File: config.mk
export PLATFORM = sky130hd
export DESIGN_NAME = id_ex_skid_pipe
export DESIGN_NICKNAME = d
export VERILOG_FILES = /design/src/rtl/id_ex_skid_pipe.sv
export SDC_FILE = /design/constraint.sdc
export NUM_CORES = 1
export LEC_CHECK = 0
export ABC_AREA = 0
export CAP_MARGIN = 20
export CORE_ASPECT_RATIO = 1.2
export CORE_MARGIN = 8
export CORE_UTILIZATION = 30
export DETAILED_ROUTE_END_ITERATION = 8
export HOLD_SLACK_MARGIN = 0.08
export PLACE_DENSITY_LB_ADDON = 0.12
export SYNTH_ARGS = -nofsm -noshare
export SYNTH_HDL_FRONTEND = slang
export SYNTH_SLANG_ARGS = --single-unit
export TNS_END_PERCENT = 100
File: constraint.sdc
create_clock -name clk -period 3 [get_ports clk]
set_input_delay 0.6 -clock clk [delete_from_list [all_inputs] [get_ports clk]]
set_output_delay 0.6 -clock clk [all_outputs]
set_load 0.005 [all_outputs]
File: src/rtl/id_ex_skid_pipe.sv
// ID->EX pipeline register with a 2-entry skid (output reg + skid reg), flush and stall counter.
// id_ready is a flop, so EX back-pressure never reaches ID combinationally.
module id_ex_skid_pipe #(
  parameter int DATA_W   = 32,
  parameter int ALUOP_W  = 8,
  parameter int ALUSEL_W = 3,
  parameter int RADDR_W  = 5,
  parameter int CNT_W    = 16
) (
  input  logic                clk,
  input  logic                rst,
  input  logic                flush,
  input  logic                id_valid,
  output logic                id_ready,
  input  logic [ALUOP_W-1:0]  id_aluop,
  input  logic [ALUSEL_W-1:0] id_alusel,
  input  logic [DATA_W-1:0]   id_reg1,
  input  logic [DATA_W-1:0]   id_reg2,
  input  logic [RADDR_W-1:0]  id_wd,
  input  logic                id_wreg,
  input  logic [DATA_W-1:0]   id_link_address,
  input  logic                id_is_in_delayslot,
  input  logic                next_inst_in_delayslot_i,
  output logic                ex_valid,
  input  logic                ex_ready,
  output logic [ALUOP_W-1:0]  ex_aluop,
  output logic [ALUSEL_W-1:0] ex_alusel,
  output logic [DATA_W-1:0]   ex_reg1,
  output logic [DATA_W-1:0]   ex_reg2,
  output logic [RADDR_W-1:0]  ex_wd,
  output logic                ex_wreg,
  output logic [DATA_W-1:0]   ex_link_address,
  output logic                ex_is_in_delayslot,
  output logic                is_in_delayslot_o,
  output logic [CNT_W-1:0]    stall_cycles
);

  typedef struct packed {
    logic [ALUOP_W-1:0]  aluop;
    logic [ALUSEL_W-1:0] alusel;
    logic [DATA_W-1:0]   reg1;
    logic [DATA_W-1:0]   reg2;
    logic [RADDR_W-1:0]  wd;
    logic                wreg;
    logic [DATA_W-1:0]   link;
    logic                dslot;
  } bundle_t;

  typedef enum logic [1:0] {
    S_EMPTY = 2'd0,
    S_ONE   = 2'd1,
    S_FULL  = 2'd2
  } occ_e;

  typedef enum logic [1:0] {
    OUT_HOLD = 2'd0,
    OUT_IN   = 2'd1,
    OUT_SKID = 2'd2,
    OUT_NOP  = 2'd3
  } out_sel_e;

  typedef enum logic [1:0] {
    SKID_HOLD = 2'd0,
    SKID_IN   = 2'd1,
    SKID_NOP  = 2'd2
  } skid_sel_e;

  localparam bundle_t NOP = '0;

  occ_e      state_q, state_d;
  out_sel_e  out_sel;
  skid_sel_e skid_sel;

  bundle_t    in_bundle;
  bundle_t    out_q, out_d;
  bundle_t    skid_q, skid_d;
  logic       id_ready_q, id_ready_d;
  logic       dslot_q, dslot_d;
  logic [CNT_W-1:0] stall_q, stall_d;

  logic acc;
  logic pop;
  logic valid_out;

  assign in_bundle = '{
    aluop:  id_aluop,
    alusel: id_alusel,
    reg1:   id_reg1,
    reg2:   id_reg2,
    wd:     id_wd,
    wreg:   id_wreg,
    link:   id_link_address,
    dslot:  id_is_in_delayslot
  };

  assign valid_out = (state_q != S_EMPTY);
  assign acc       = id_valid & id_ready_q;
  assign pop       = valid_out & ex_ready;

  // Occupancy FSM: state register
  always_ff @(posedge clk) begin
    if (rst) begin
      state_q <= S_EMPTY;
    end else begin
      state_q <= state_d;
    end
  end

  // Occupancy FSM: next state
  always_comb begin
    state_d = state_q;
    if (flush) begin
      state_d = S_EMPTY;
    end else begin
      case (state_q)
        S_EMPTY: if (acc) state_d = S_ONE;
        S_ONE: begin
          if (acc && !pop)      state_d = S_FULL;
          else if (!acc && pop) state_d = S_EMPTY;
        end
        S_FULL:  if (pop) state_d = S_ONE;
        default: state_d = S_EMPTY;
      endcase
    end
  end

  // Occupancy FSM: datapath steering
  always_comb begin
    out_sel  = OUT_HOLD;
    skid_sel = SKID_HOLD;
    if (flush) begin
      out_sel  = OUT_NOP;
      skid_sel = SKID_NOP;
    end else begin
      case (state_q)
        S_EMPTY: if (acc) out_sel = OUT_IN;
        S_ONE: begin
          if (acc && pop)  out_sel  = OUT_IN;
          else if (acc)    skid_sel = SKID_IN;
          else if (pop)    out_sel  = OUT_NOP;
        end
        S_FULL: begin
          if (pop) begin
            out_sel  = OUT_SKID;
            skid_sel = SKID_NOP;
          end
        end
        default: begin
          out_sel  = OUT_NOP;
          skid_sel = SKID_NOP;
        end
      endcase
    end
  end

  always_comb begin
    out_d = out_q;
    case (out_sel)
      OUT_IN:   out_d = in_bundle;
      OUT_SKID: out_d = skid_q;
      OUT_NOP:  out_d = NOP;
      default:  out_d = out_q;
    endcase
  end

  always_comb begin
    skid_d = skid_q;
    case (skid_sel)
      SKID_IN:  skid_d = in_bundle;
      SKID_NOP: skid_d = NOP;
      default:  skid_d = skid_q;
    endcase
  end

  // Ready is recomputed from next occupancy so it is valid the cycle state lands.
  assign id_ready_d = (state_d != S_FULL);

  always_comb begin
    dslot_d = dslot_q;
    if (flush)    dslot_d = 1'b0;
    else if (acc) dslot_d = next_inst_in_delayslot_i;
  end

  always_comb begin
    stall_d = stall_q;
    if (valid_out && !ex_ready && !(&stall_q)) begin
      stall_d = stall_q + CNT_W'(1);
    end
  end

  always_ff @(posedge clk) begin
    if (rst) begin
      out_q      <= NOP;
      skid_q     <= NOP;
      id_ready_q <= 1'b1;
      dslot_q    <= 1'b0;
      stall_q    <= '0;
    end else begin
      out_q      <= out_d;
      skid_q     <= skid_d;
      id_ready_q <= id_ready_d;
      dslot_q    <= dslot_d;
      stall_q    <= stall_d;
    end
  end

  assign id_ready           = id_ready_q;
  assign ex_valid           = valid_out;
  assign ex_aluop           = out_q.aluop;
  assign ex_alusel          = out_q.alusel;
  assign ex_reg1            = out_q.reg1;
  assign ex_reg2            = out_q.reg2;
  assign ex_wd              = out_q.wd;
  assign ex_wreg            = out_q.wreg;
  assign ex_link_address    = out_q.link;
  assign ex_is_in_delayslot = out_q.dslot;
  assign is_in_delayslot_o  = dslot_q;
  assign stall_cycles       = stall_q;

  a_nop_when_idle: assert property (@(posedge clk) disable iff (rst)
    !valid_out |-> (out_q == NOP));
  a_ready_vs_full: assert property (@(posedge clk) disable iff (rst)
    id_ready_q == (state_q != S_FULL));
  a_skid_empty: assert property (@(posedge clk) disable iff (rst)
    (state_q != S_FULL) |-> (skid_q == NOP));

endmodule
==> results.sh <==
export IMPL_status="completed"
export IMPL_ant_nets=0
export IMPL_max_stage_delay_ns=0.57
export IMPL_clk_latency_ns=0.54
export IMPL_yosys_top_cells_area="dfxtp_1, a21oi_1, a22oi_1"
export IMPL_tritoncts="built"
export IMPL_critPathSlowestCell="clkdlybuf4s50_1"
export IMPL_p_leak_nw=4.67
export IMPL_wirelength_um=33900
export IMPL_rsz0062_at_grt="false"
export IMPL_grt_use_total_pct=16.2
export IMPL_finalSetupViolations=0
export IMPL_htree_levels=1
export IMPL_synthFlopType="dfxtp_1"
export IMPL_fin_total_pwr_w=0.00795
export IMPL_grt_pass1_wl_um=53100
export IMPL_syn_to_final_growth_pct=38.5
export IMPL_regToRegSetupSlack_ns=1.00
export IMPL_cp_num_buf_inv=2
export IMPL_finalCriticalPeriod_ns=2.50
export IMPL_powerDensity_mw_per_mm2=561
export IMPL_synth_avg_cell_area_sq_um=8.98
export IMPL_vias=9283
export IMPL_fill_cells=3383
export IMPL_slew_violations=0
export IMPL_synth_top_cell_area_share_pct=48.5
export IMPL_rows=74
export IMPL_post_route_util_pct=42.0
export IMPL_criticalPathCategory="reg -> out"
export IMPL_routabilityCongestion=0.728
export IMPL_ir_drop_v=0.000313
export IMPL_fin_skew_ns=0.00835
export IMPL_worstMarginPinSlew_ns=0.671
export IMPL_grt_pass1_vias=9121
export IMPL_first_iter_violations=557
export IMPL_core_area_sq_mm=0.0338
export IMPL_yosys_top_cells_count="dfxtp_1, a21oi_1, a22oi_1"
export IMPL_clock_sinks=248
export IMPL_hold_class="in -> reg"
export IMPL_cts_hold_buffers=0
export IMPL_nNetsFinal=1451
export IMPL_clockBufferDepth=3
export IMPL_finalHoldViolations=0
export IMPL_max_cap_viol_count=0
export IMPL_cts_inserted_buffers=29
export IMPL_yosysMostFrequentCell="dfxtp_1"
export IMPL_port_buffers=252
export IMPL_placed_area_sq_mm=0.0132
export IMPL_synth_top_cell_by_area="dfxtp_1"
export IMPL_arrival_ns=1.90
export IMPL_cp_end_kind="primary output"
export IMPL_slew_headroom_pct=55.2
export IMPL_ys_ff_latch=248
export IMPL_cp_start_kind="flip-flop"
export IMPL_die_h_um=218
export IMPL_post_drt_via_cell_ratio=5.13
export IMPL_grt_max_degree=107
export IMPL_cts_resized=0
export IMPL_die_w_um=185
export IMPL_dr_pass1_iters=5
export IMPL_fin_tns_setup_ns=0
export IMPL_overflow=0
export IMPL_post_cts_buffers=0
export IMPL_syn_inst=1140
export IMPL_initial_core_util_pct=30.3
export IMPL_period_share_pct=83.3
export IMPL_critPathTopFamily="buffers and inverters"
export IMPL_syn_area_sq_mm=0.0102
export IMPL_drc=0
export IMPL_ios=253
export IMPL_ys_seq_area_share_pct=48.5
export IMPL_worstPathCellList="nor2_1, inv_1, clkdlybuf4s50_1"
export IMPL_max_freq_mhz=400
export IMPL_wire_per_inst_um=18.8
export IMPL_drive_gt1_share_pct=6.52
export IMPL_antenna_found_initial=4
export IMPL_root_buffer="clkbuf_16"
export IMPL_required_ns=2.40
export IMPL_crit_fanout=9
export IMPL_synth_edf_count=0
export IMPL_synth_nets=1262
export IMPL_synth_warnings=0
export IMPL_yosys_cell_types_count=41
export IMPL_die_area_sq_mm=0.0403
export IMPL_async_reset_ff_share_pct=0
export IMPL_stdcell_area_sq_mm=0.0142
export IMPL_dp_hpwl_um=21300
export IMPL_path_clk_slew_ns=0.06
==> power breakdown <==
part / internal (W) / switching, W
Clock: 0.00219 / 0.00141
Combinational: 0.000431 / 0.000438
Sequential: 0.00341 / 0.0000665
Total: 0.00603 / 0.00192
==> through the flow <==
| stage | cells | setup WS (ns) | hold WS, ns |
|---|---|---|---|
| final | 1808 | 0.500 | 0.430 |
| after global routing | 1806 | 0.362 | 0.425 |
| after CTS | 1805 | 0.421 | 0.396 |
| after detailed placement | 1754 | 0.422 | 0.471 |
| after global placement | 1754 | 0.453 | 0.469 |
| after floorplan | 1140 | 0.582 | 0.457 |
==> layer usage <==
metal  GRT usage (%)  wire, um  vias to the layer above
met3            4.54      2520                       53
met2            26.3     15600                      226
met4            4.51       679                        6
met1            20.8     15100                     4457
met5               0        38                        -
li1                -         -                     4541
==> flip-flops by register name, indices dropped and copies added, names as in the netlist <==
name	cells
ex_aluop	8
ex_alusel	3
ex_is_in_delayslot	1
ex_link_address	32
ex_reg1	32
ex_reg2	32
ex_wd	5
ex_wreg	1
id_ready	1
is_in_delayslot_o	1
skid_q	114
stall_cycles	16
state_q	2
==> final timing paths <==
| kind | from | endpoint | cells after the start |
|---|---|---|---|
| worst min-delay path | flush | state_q[0] | 2 |
| worst max register to register | state_q[0] | skid_q[11] | 8 |
| worst max-delay path | state_q[1] | ex_valid | 3 |
| worst min register to register | ex_link_address[26] | ex_link_address[26] | 2 |
==> kinds of logic after synthesis <==
group / count (synthesis) / share of synthesized area [%]
muxes: 1 / 0.0978
adders and majority gates: 2 / 0.244
xor gates and xnor gates: 1 / 0.0856
DFF: 248 / 48.5
and+or+nand+nor: 384 / 23.5
AOI/OAI and AO/OA: 381 / 22.3
buffers and inverters: 123 / 5.29
==> cell type report <==
class / count / area (sq um) / share of cell area [%]
Clock inverter: 13 / 148 / 1.04
Tap cell: 456 / 571 / 4.02
Timing Repair Buffer: 279 / 2890 / 20.4
Inverter: 2 / 7.51 / 0.0529
Sequential cell: 248 / 4960 / 35.0
Multi-Input combinational cell: 769 / 4760 / 33.6
Antenna cell: 3 / 7.51 / 0.0529
Clock buffer: 38 / 830 / 5.85
==> placed cells by master (no fill, tap or decap), types with 2 or more instances in the layout <==
cell type	n
and4_1	2
o31ai_1	11
nand2_1	6
bufinv_16	3
clkbuf_16	29
buf_4	15
diode_2	3
or4_1	12
nor4_1	2
nand3b_1	115
o21ai_1	3
a22oi_1	129
clkinv_2	7
clkdlybuf4s50_1	250
nor3b_1	99
a211oi_1	2
and3_1	3
buf_12	13
dfxtp_1	248
nor3_1	2
a21oi_1	229
clkbuf_8	8
nand4_1	6
o21ai_0	2
nand3_1	6
nand2b_1	2
nor2_1	121
inv_1	2
o21bai_1	2
clkinvlp_4	3
clkbuf_1	2
No activity file was read; power rests on OpenSTA's default activity.
